<file path="src/rtl/cfg_bus_arb.sv">
// cfg_bus_arb: two-requester round-robin arbiter in front of a simple
// config bus (one write strobe, one read strobe with a read-valid return).
// Optional read timeout is compiled in when CFG_ARB_TIMEOUT_EN is defined;
// without it the arbiter waits in RD indefinitely and the err outputs are 0.
module cfg_bus_arb #(
  parameter int CFG_DATA_WIDTH = 32,
  parameter int CFG_ADDR_WIDTH = 32,
  parameter int RD_TIMEOUT     = 255
) (
  input  logic                      i_apb_clk,
  input  logic                      i_apb_rst,
  // requester 0
  input  logic                      i_m0_req,
  input  logic                      i_m0_wr,
  input  logic [CFG_ADDR_WIDTH-1:0] i_m0_addr,
  input  logic [CFG_DATA_WIDTH-1:0] i_m0_wr_data,
  output logic                      o_m0_done,
  output logic [CFG_DATA_WIDTH-1:0] o_m0_rd_data,
  output logic                      o_m0_err,
  // requester 1
  input  logic                      i_m1_req,
  input  logic                      i_m1_wr,
  input  logic [CFG_ADDR_WIDTH-1:0] i_m1_addr,
  input  logic [CFG_DATA_WIDTH-1:0] i_m1_wr_data,
  output logic                      o_m1_done,
  output logic [CFG_DATA_WIDTH-1:0] o_m1_rd_data,
  output logic                      o_m1_err,
  // downstream config bus
  output logic                      o_cfg_wr_en,
  output logic [CFG_ADDR_WIDTH-1:0] o_cfg_addr,
  output logic [CFG_DATA_WIDTH-1:0] o_cfg_wr_data,
  output logic                      o_cfg_rd_en,
  input  logic                      i_cfg_rd_vld,
  input  logic [CFG_DATA_WIDTH-1:0] i_cfg_rd_data,
  output logic                      o_busy
);

  typedef enum logic [1:0] {
    IDLE = 2'd0,
    WR   = 2'd1,
    RD   = 2'd2,
    RESP = 2'd3
  } state_t;

  state_t state_reg;
  logic   grant_reg;       // requester owning the current transaction
  logic   last_grant_reg;  // requester granted most recently

  logic                      grant_sel;
  logic                      sel_wr;
  logic [CFG_ADDR_WIDTH-1:0] sel_addr;
  logic [CFG_DATA_WIDTH-1:0] sel_wr_data;

  logic                      resp_fire;
  logic [CFG_DATA_WIDTH-1:0] resp_data;
  logic                      resp_err;

`ifdef CFG_ARB_TIMEOUT_EN
  localparam logic [15:0] TO_LIMIT = 16'(RD_TIMEOUT);
  logic [15:0] cnt_reg;    // number of RD cycles elapsed, 1 in the first
  logic        m0_err_reg;
  logic        m1_err_reg;
  assign o_m0_err = m0_err_reg;
  assign o_m1_err = m1_err_reg;
`else
  assign o_m0_err = 1'b0;
  assign o_m1_err = 1'b0;
`endif

  // Round-robin pick: a lone request wins, a tie goes to the one not granted last
  always_comb begin
    grant_sel   = (i_m0_req && i_m1_req) ? ~last_grant_reg : i_m1_req;
    sel_wr      = grant_sel ? i_m1_wr      : i_m0_wr;
    sel_addr    = grant_sel ? i_m1_addr    : i_m0_addr;
    sel_wr_data = grant_sel ? i_m1_wr_data : i_m0_wr_data;
  end

  // Decide whether the current transaction completes this cycle and with what result
  always_comb begin
    resp_fire = 1'b0;
    resp_data = '0;
    resp_err  = 1'b0;
    case (state_reg)
      WR: resp_fire = 1'b1;
      RD: begin
        if (i_cfg_rd_vld) begin
          resp_fire = 1'b1;
          resp_data = i_cfg_rd_data;
        end
`ifdef CFG_ARB_TIMEOUT_EN
        else if (cnt_reg == TO_LIMIT) begin
          resp_fire = 1'b1;
          resp_err  = 1'b1;
        end
`endif
      end
      default: ;
    endcase
  end

  // Arbiter FSM with all outputs registered
  always_ff @(posedge i_apb_clk or posedge i_apb_rst) begin
    if (i_apb_rst) begin
      state_reg      <= IDLE;
      grant_reg      <= 1'b0;
      last_grant_reg <= 1'b1;
      o_cfg_wr_en    <= 1'b0;
      o_cfg_rd_en    <= 1'b0;
      o_cfg_addr     <= '0;
      o_cfg_wr_data  <= '0;
      o_busy         <= 1'b0;
      o_m0_done      <= 1'b0;
      o_m1_done      <= 1'b0;
      o_m0_rd_data   <= '0;
      o_m1_rd_data   <= '0;
`ifdef CFG_ARB_TIMEOUT_EN
      cnt_reg        <= '0;
      m0_err_reg     <= 1'b0;
      m1_err_reg     <= 1'b0;
`endif
    end else begin
      o_cfg_wr_en <= 1'b0;
      o_cfg_rd_en <= 1'b0;
      o_m0_done   <= 1'b0;
      o_m1_done   <= 1'b0;
`ifdef CFG_ARB_TIMEOUT_EN
      if (state_reg == RD) begin
        cnt_reg <= cnt_reg + 16'd1;
      end
`endif
      case (state_reg)
        IDLE: begin
          if (i_m0_req || i_m1_req) begin
            grant_reg      <= grant_sel;
            last_grant_reg <= grant_sel;
            o_cfg_addr     <= sel_addr;
            o_cfg_wr_data  <= sel_wr_data;
            o_busy         <= 1'b1;
`ifdef CFG_ARB_TIMEOUT_EN
            cnt_reg        <= 16'd1;
`endif
            if (sel_wr) begin
              state_reg   <= WR;
              o_cfg_wr_en <= 1'b1;
            end else begin
              state_reg   <= RD;
              o_cfg_rd_en <= 1'b1;
            end
          end
        end
        WR, RD: begin
          if (resp_fire) begin
            state_reg <= RESP;
            if (grant_reg) begin
              o_m1_done    <= 1'b1;
              o_m1_rd_data <= resp_data;
`ifdef CFG_ARB_TIMEOUT_EN
              m1_err_reg   <= resp_err;
`endif
            end else begin
              o_m0_done    <= 1'b1;
              o_m0_rd_data <= resp_data;
`ifdef CFG_ARB_TIMEOUT_EN
              m0_err_reg   <= resp_err;
`endif
            end
          end
        end
        RESP: begin
          state_reg <= IDLE;
          o_busy    <= 1'b0;
        end
        default: state_reg <= IDLE;
      endcase
    end
  end

`ifndef CFG_ARB_TIMEOUT_EN
  // Error result only exists when the timeout is compiled in
  logic unused_err;
  assign unused_err = resp_err;
`endif

endmodule
</file>
<file path="config.mk">
export PLATFORM = sky130hd
export DESIGN_NAME = cfg_bus_arb
export DESIGN_NICKNAME = d
export VERILOG_FILES = /design/src/rtl/cfg_bus_arb.sv
export SDC_FILE = /design/constraint.sdc
export NUM_CORES = 1
export LEC_CHECK = 0
export CORE_UTILIZATION = 41
export CTS_BUF_LIST = sky130_fd_sc_hd__clkbuf_4
export DETAILED_ROUTE_END_ITERATION = 16
export PLACE_DENSITY = 0.9
export SLEW_MARGIN = 20
export SYNTH_ARGS = -nofsm -noshare
export SYNTH_HDL_FRONTEND = slang
export SYNTH_SLANG_ARGS = --single-unit
</file>
<file path="constraint.sdc">
create_clock -name i_apb_clk -period 6.36 [get_ports i_apb_clk]
set_clock_uncertainty 0.1 [all_clocks]
set_input_delay 1.272 -clock i_apb_clk [delete_from_list [all_inputs] [get_ports i_apb_clk]]
set_output_delay 1.272 -clock i_apb_clk [all_outputs]
set_load 0.02 [all_outputs]
</file>
==> results.md <==
* Status: finished, final reports clean
* Total gr overflow at 0
* R2r setup slk at ~3900 ps
* Filler cells at about 1000
* Post-Place Worst Slack at around 2500 ps
* Worst hold slack at between 300 and 400 ps
* Worst r2r src: state_reg[0]
* Initial Utilization at between 40% and 50%
* Worst Hold Depth at 2
* H-tree levels at 4
* Seq cells post-synth at approximately 140
* Multi-input gate area at 2143 µm²
* Data arrival, critical path at between 3000 and 4000 ps
* Synthesized area per cell at around 10 µm²
* DIE HEIGHT at approximately 120 µm
* Drt wl/cell at 15.26 µm
* Design Power at around 3.7 mW
* Util after Layout at about two thirds
* Synthesized area at between 5000 and 6000 µm²
* Layout cell share with drive strength beyond 1 at about 5%
* Max_cap viols at 0
* Startpoint types: primary input
* First-pass GRT wire length at 25050 µm
* 1st-iter DRT viols at 240
* Antenna Violating Nets Remaining at 0
* Die area at 14680 µm²
* Distinct cells, synth at 30
* Critical Path Sink Type: register
* LEAKAGE at approximately 4.0 nW
* Area grow syn2layout at 57.91%
* Rel. slew slack at a little under a third
* Slew @ Worst Pin at roughly 1000 ps
* Vias in the first global route at a little over 5000
* DP Area at about 9000 µm²
* Tcrit/Tclk final at 51.55%
* Vias per cell at 4.877
* Worst setup margin at roughly 3100 ps
* Pwr dens at approximately 410 nW/µm²
* Crit path required time at about 6700 ps
* Sequential area share after synthesis at 58.90%
* R2r endpoint: o_m0_rd_data[0]
* DIE WIDTH at about 120 µm
* Setup violators final at 0
* Hold Startpoint: o_cfg_wr_data[18]
* Post-CTS Resized at 0
* Clock Latency Late Sink at 510 ps
* Final WL at roughly 16000 µm
* Minimum clock period at about 3300 ps
* FF+latch area at about 3400 µm²
* # Post-CTS Setup Buffers at 0
* Port-buffer cells at 299
* Finished Cell Area at around 9200 µm²
* Max Freq at 0.3050 GHz
* Clk sink count at 137
* Largest net degree at the start of global routing at 115
* Clock transition at path regs at 110 ps
* Antenna violations before repair at 0
* CTS Hold Bufs at 0
* Peak supply drop at between 200 and 250 µV
* Core Rows at 43
* Type of the worst setup path: in2reg
* R2R cell count at 5
* CTS tree: done
* Setup TNS at 0 ps
* Unrepaired setup endpoints after global routing: false
* Slew Viols, Final at 0
* DR DRC count at 0
* Hold crit path type: reg2reg
* Final nets at roughly 1000
* Pre-Repair DR Iteration Count at 4
* GRT Total Usage at a little under a quarter
* ANT cells at 0
* Final Hold Fails at 0
* Synthesized netlist cell count at roughly 570
* Ys Warns at 0
* CTS Root Cell: clkbuf_4
* Core area at 13880 µm²
* Final HPWL DP at ~12000 µm
* Post-route insts no fill at around 1000
* CTS Buf Count at 17
* Placed cells at between 1000 and 1500
* Top-level I/O count at between 300 and 400
* Via count at 5106
* Clock buffer depth at 2
* Highest net fanout along the worst path at 26
* Gpl congestion at between 0.7 and 0.8
* Hold endpoint: o_cfg_wr_data[18]
==> per-layer routing <==
metal	part of all wire, %	vias up	track usage (%)
met4	3.0	0	10.34
met1	37	2363	23.70
met2	51	227	39.61
met3	8.3	32	8.506
li1	-	2484	-
met5	0	-	0
==> area by class of cell <==
class | count | area share, %
Clock buffer | 18 | 1.470
Clock inverter | 14 | 1.959
Inverter | 7 | 0.3402
Multi-Input combinational cell | 386 | 23.31
Sequential cell | 137 | 37.30
Tap cell | 180 | 2.449
Timing Repair Buffer | 305 | 33.17
==> where the power goes <==
| group | switching [mW] | internal (mW) | leakage (nW) |
|---|---|---|---|
| Clock | 0.310 | 0.312 | 0.167 |
| Combinational | 0.994 | 0.790 | 2.02 |
| Sequential | 0.158 | 1.17 | 1.78 |
==> kinds of logic after synthesis <==
group,share of synthesized area (%)
AND/OR/NAND/NOR,11.45
multiplexers,11.19
adder cells (fa/ha/maj),1.074
other,0.06440
buffers and inverters,4.706
AO/OA/AOI/OAI,12.61
flip-flops,58.90
==> synthesized netlist by cell type (all sizes together) <==
library cell	count	area share, %
inv	7	0.45
conb	1	0.064
a22oi	1	0.13
a221oi	1	0.15
or3	1	0.11
o32ai	1	0.15
clkbuf	14	0.92
and2	1	0.11
mux2i	64	11
o21ai	131	11
dfrtp	136	58
nor2b	1	0.11
nand3b	1	0.13
nand2b	1	0.11
a22o	2	0.30
a21oi	3	0.32
nand2	161	10
ha	5	1.1
mux2	1	0.19
nand3	3	0.26
a21boi	1	0.19
dfstp	1	0.45
nor2	4	0.26
buf	28	3.3
a31oi	1	0.11
==> cell usage in the layout, fill, tap and decap left out, drive strengths merged, types with 2 or more instances in the layout <==
master           n
dfrtp          136
o21ai          131
clkdlybuf4s50  299
clkinvlp         2
clkbuf          18
conb             2
nand2          161
clkinv           8
ha               5
nor2             4
a22o             2
nand3            3
mux2i           64
buf              6
a21oi            3
inv              7
bufinv           4
==> worst max-delay path, stage by stage <==
cell,delay [ps]
clkdlybuf4s50_1,590
a21boi_4,800
buf_4,530
mux2i_1,280
o21ai_1,90
==> how the worst max path moves through the flow <==
| stage | cells after the start | slack (ps) | from | endpoint |
|---|---|---|---|---|
| 3_5_place_dp | 5 | 2530 | i_m1_req | o_cfg_addr[28] |
| 3_3_place_gp | 5 | 2630 | i_m1_req | o_cfg_wr_data[14] |
| 2_1_floorplan | 1 | 1320 | i_apb_rst | grant_reg |
| 6_report | 5 | 3080 | i_m1_req | o_cfg_addr[15] |
| 5_1_grt | 5 | 2990 | i_m1_req | o_cfg_addr[15] |
| 4_1_cts | 5 | 3110 | i_m1_req | o_cfg_addr[15] |
Note: power is estimated with default switching activity, not from simulation.
==> patch, RTL diff (same flow settings) <==
The option `CFG_ARB_TIMEOUT_EN` is turned on by a define.
--- a/src/rtl/cfg_bus_arb.sv
+++ b/src/rtl/cfg_bus_arb.sv
@@ -4,2 +4,4 @@
 // without it the arbiter waits in RD indefinitely and the err outputs are 0.
+`define CFG_ARB_TIMEOUT_EN
+
 module cfg_bus_arb #(
Behaviour: same outputs for any inputs over 4 cycles, from zero or initial values and one cycle with i_apb_rst high; that may be too few to reach the edited logic, so the function may still have changed.
==> patch against the original RTL <==
Critical path depth is the same; total power grew 16%; synthesized cell count shrank 2.1%; worst setup slack gained 170 ps; cell count grew 2.3%; sequential share of layout area grew 1.4 points; area after synthesis grew 14%; via count grew 8.3%; wire length grew 16%; sequential cell count grew 18; final area grew 9.1%.
==> patch: results (changes against the original RTL) <==
timing:
  hold_ws_ps: 392  # +0.132 ps
hold_path:
  worstHoldStart: "o_cfg_addr[5]"
  holdPathEnd: "o_cfg_addr[5]"
logic_synthesis:
  synthCells: 559  # -2.1%
  synth_area_leaders: "dfrtp_1, a32o_1, mux2i_1"
  muxShareOfSynthArea: 0.0997  # -0.0123
  synthTopCellsByCount: "dfrtp_1, nand2_1, o21ai_0"
  synth.distinct_cells: 36  # +20%
  synth_fa_ha_area_frac: 0.00944  # -0.00130
  ys_seq_area_frac: 0.585  # -0.00353
  synth-compound-area-share: 0.173  # +0.0474
  yosys.area_share.xor_xnor: 0.0132  # +0.0132
cells_and_area:
  fin_cells: 1071  # +2.3%
  nMultiInputCombCells: 350  # -9.3%
  drive_above_1_share: 0.0550  # +0.00544
  buffers: 307  # +0.66%
  num-nonclk-inverters: 10  # +3
  clk_share: 0.0256  # -0.00872
  final_cell_area_um2: 10000  # +9.1%
  nonClkBufAreaFrac: 0.305  # -0.0269
  fillerInstances: 1239  # +18%
  regArea_um2: 3880  # +13%
global_routing:
  grt.total_usage: 0.225  # +0.000247
  grt_pass1_vias: 5467  # +6.3%
  grt_antenna_before_repair: 2  # +2
  grt_max_degree: 102  # -11%
place:
  dpl.cell_count: 1038  # +2.3%
  dpl_cell_area_um2: 9770  # +10%
routing:
  wl_per_cell_um: 17.4  # +14%
  vias_per_cell: 5.16  # +5.9%
  drt_iter0_drc: 274  # +14%
clock_network:
  clock_latency_ps: 540  # +30 ps
run_status:
  status: "finished, final reports clean"
power_and_ir_drop:
  power_leakage_nw: 4.26  # +7.1%
worst_setup_path:
  critPathSlowestCell: "buf_4"
  rr_worst_depth: 6  # +1
  endpoint: "o_cfg_wr_data[13]"
  r2r_end: "o_m1_rd_data[4]"
-- patch: changes by cell type in the layout (fill, tap and decap cells not counted), sizes merged, moves of 3 or more --
cell / before / now
xor2: 0 / 4
dfrtp: 136 / 154
nand4: 0 / 5
nor2: 4 / 14
nand2: 161 / 72
o21ai: 131 / 72
or4: 0 / 4
or3: 1 / 7
bufinv: 4 / 1
a21oi: 3 / 7
inv: 7 / 11
a32o: 0 / 66
xnor2: 0 / 6
-- patch: power breakdown --
group	total [W]	switching (W)	internal, W	leakage [nW]
Clock	0.000560	0.000362	0.000198	0.132
Sequential	0.00157	0.000209	0.00136	2.00
Combinational	0.00221	0.00120	0.00101	2.12
Total	0.00433	0.00177	0.00257	4.26
-- patch: layer usage --
metal,vias to the layer above,share of wire,GRT usage
met3,20,0.078,0.0768
met4,2,0.013,0.0720
li1,2629,-,-
met2,229,0.52,0.395
met1,2650,0.38,0.258
met5,-,0.00070,0
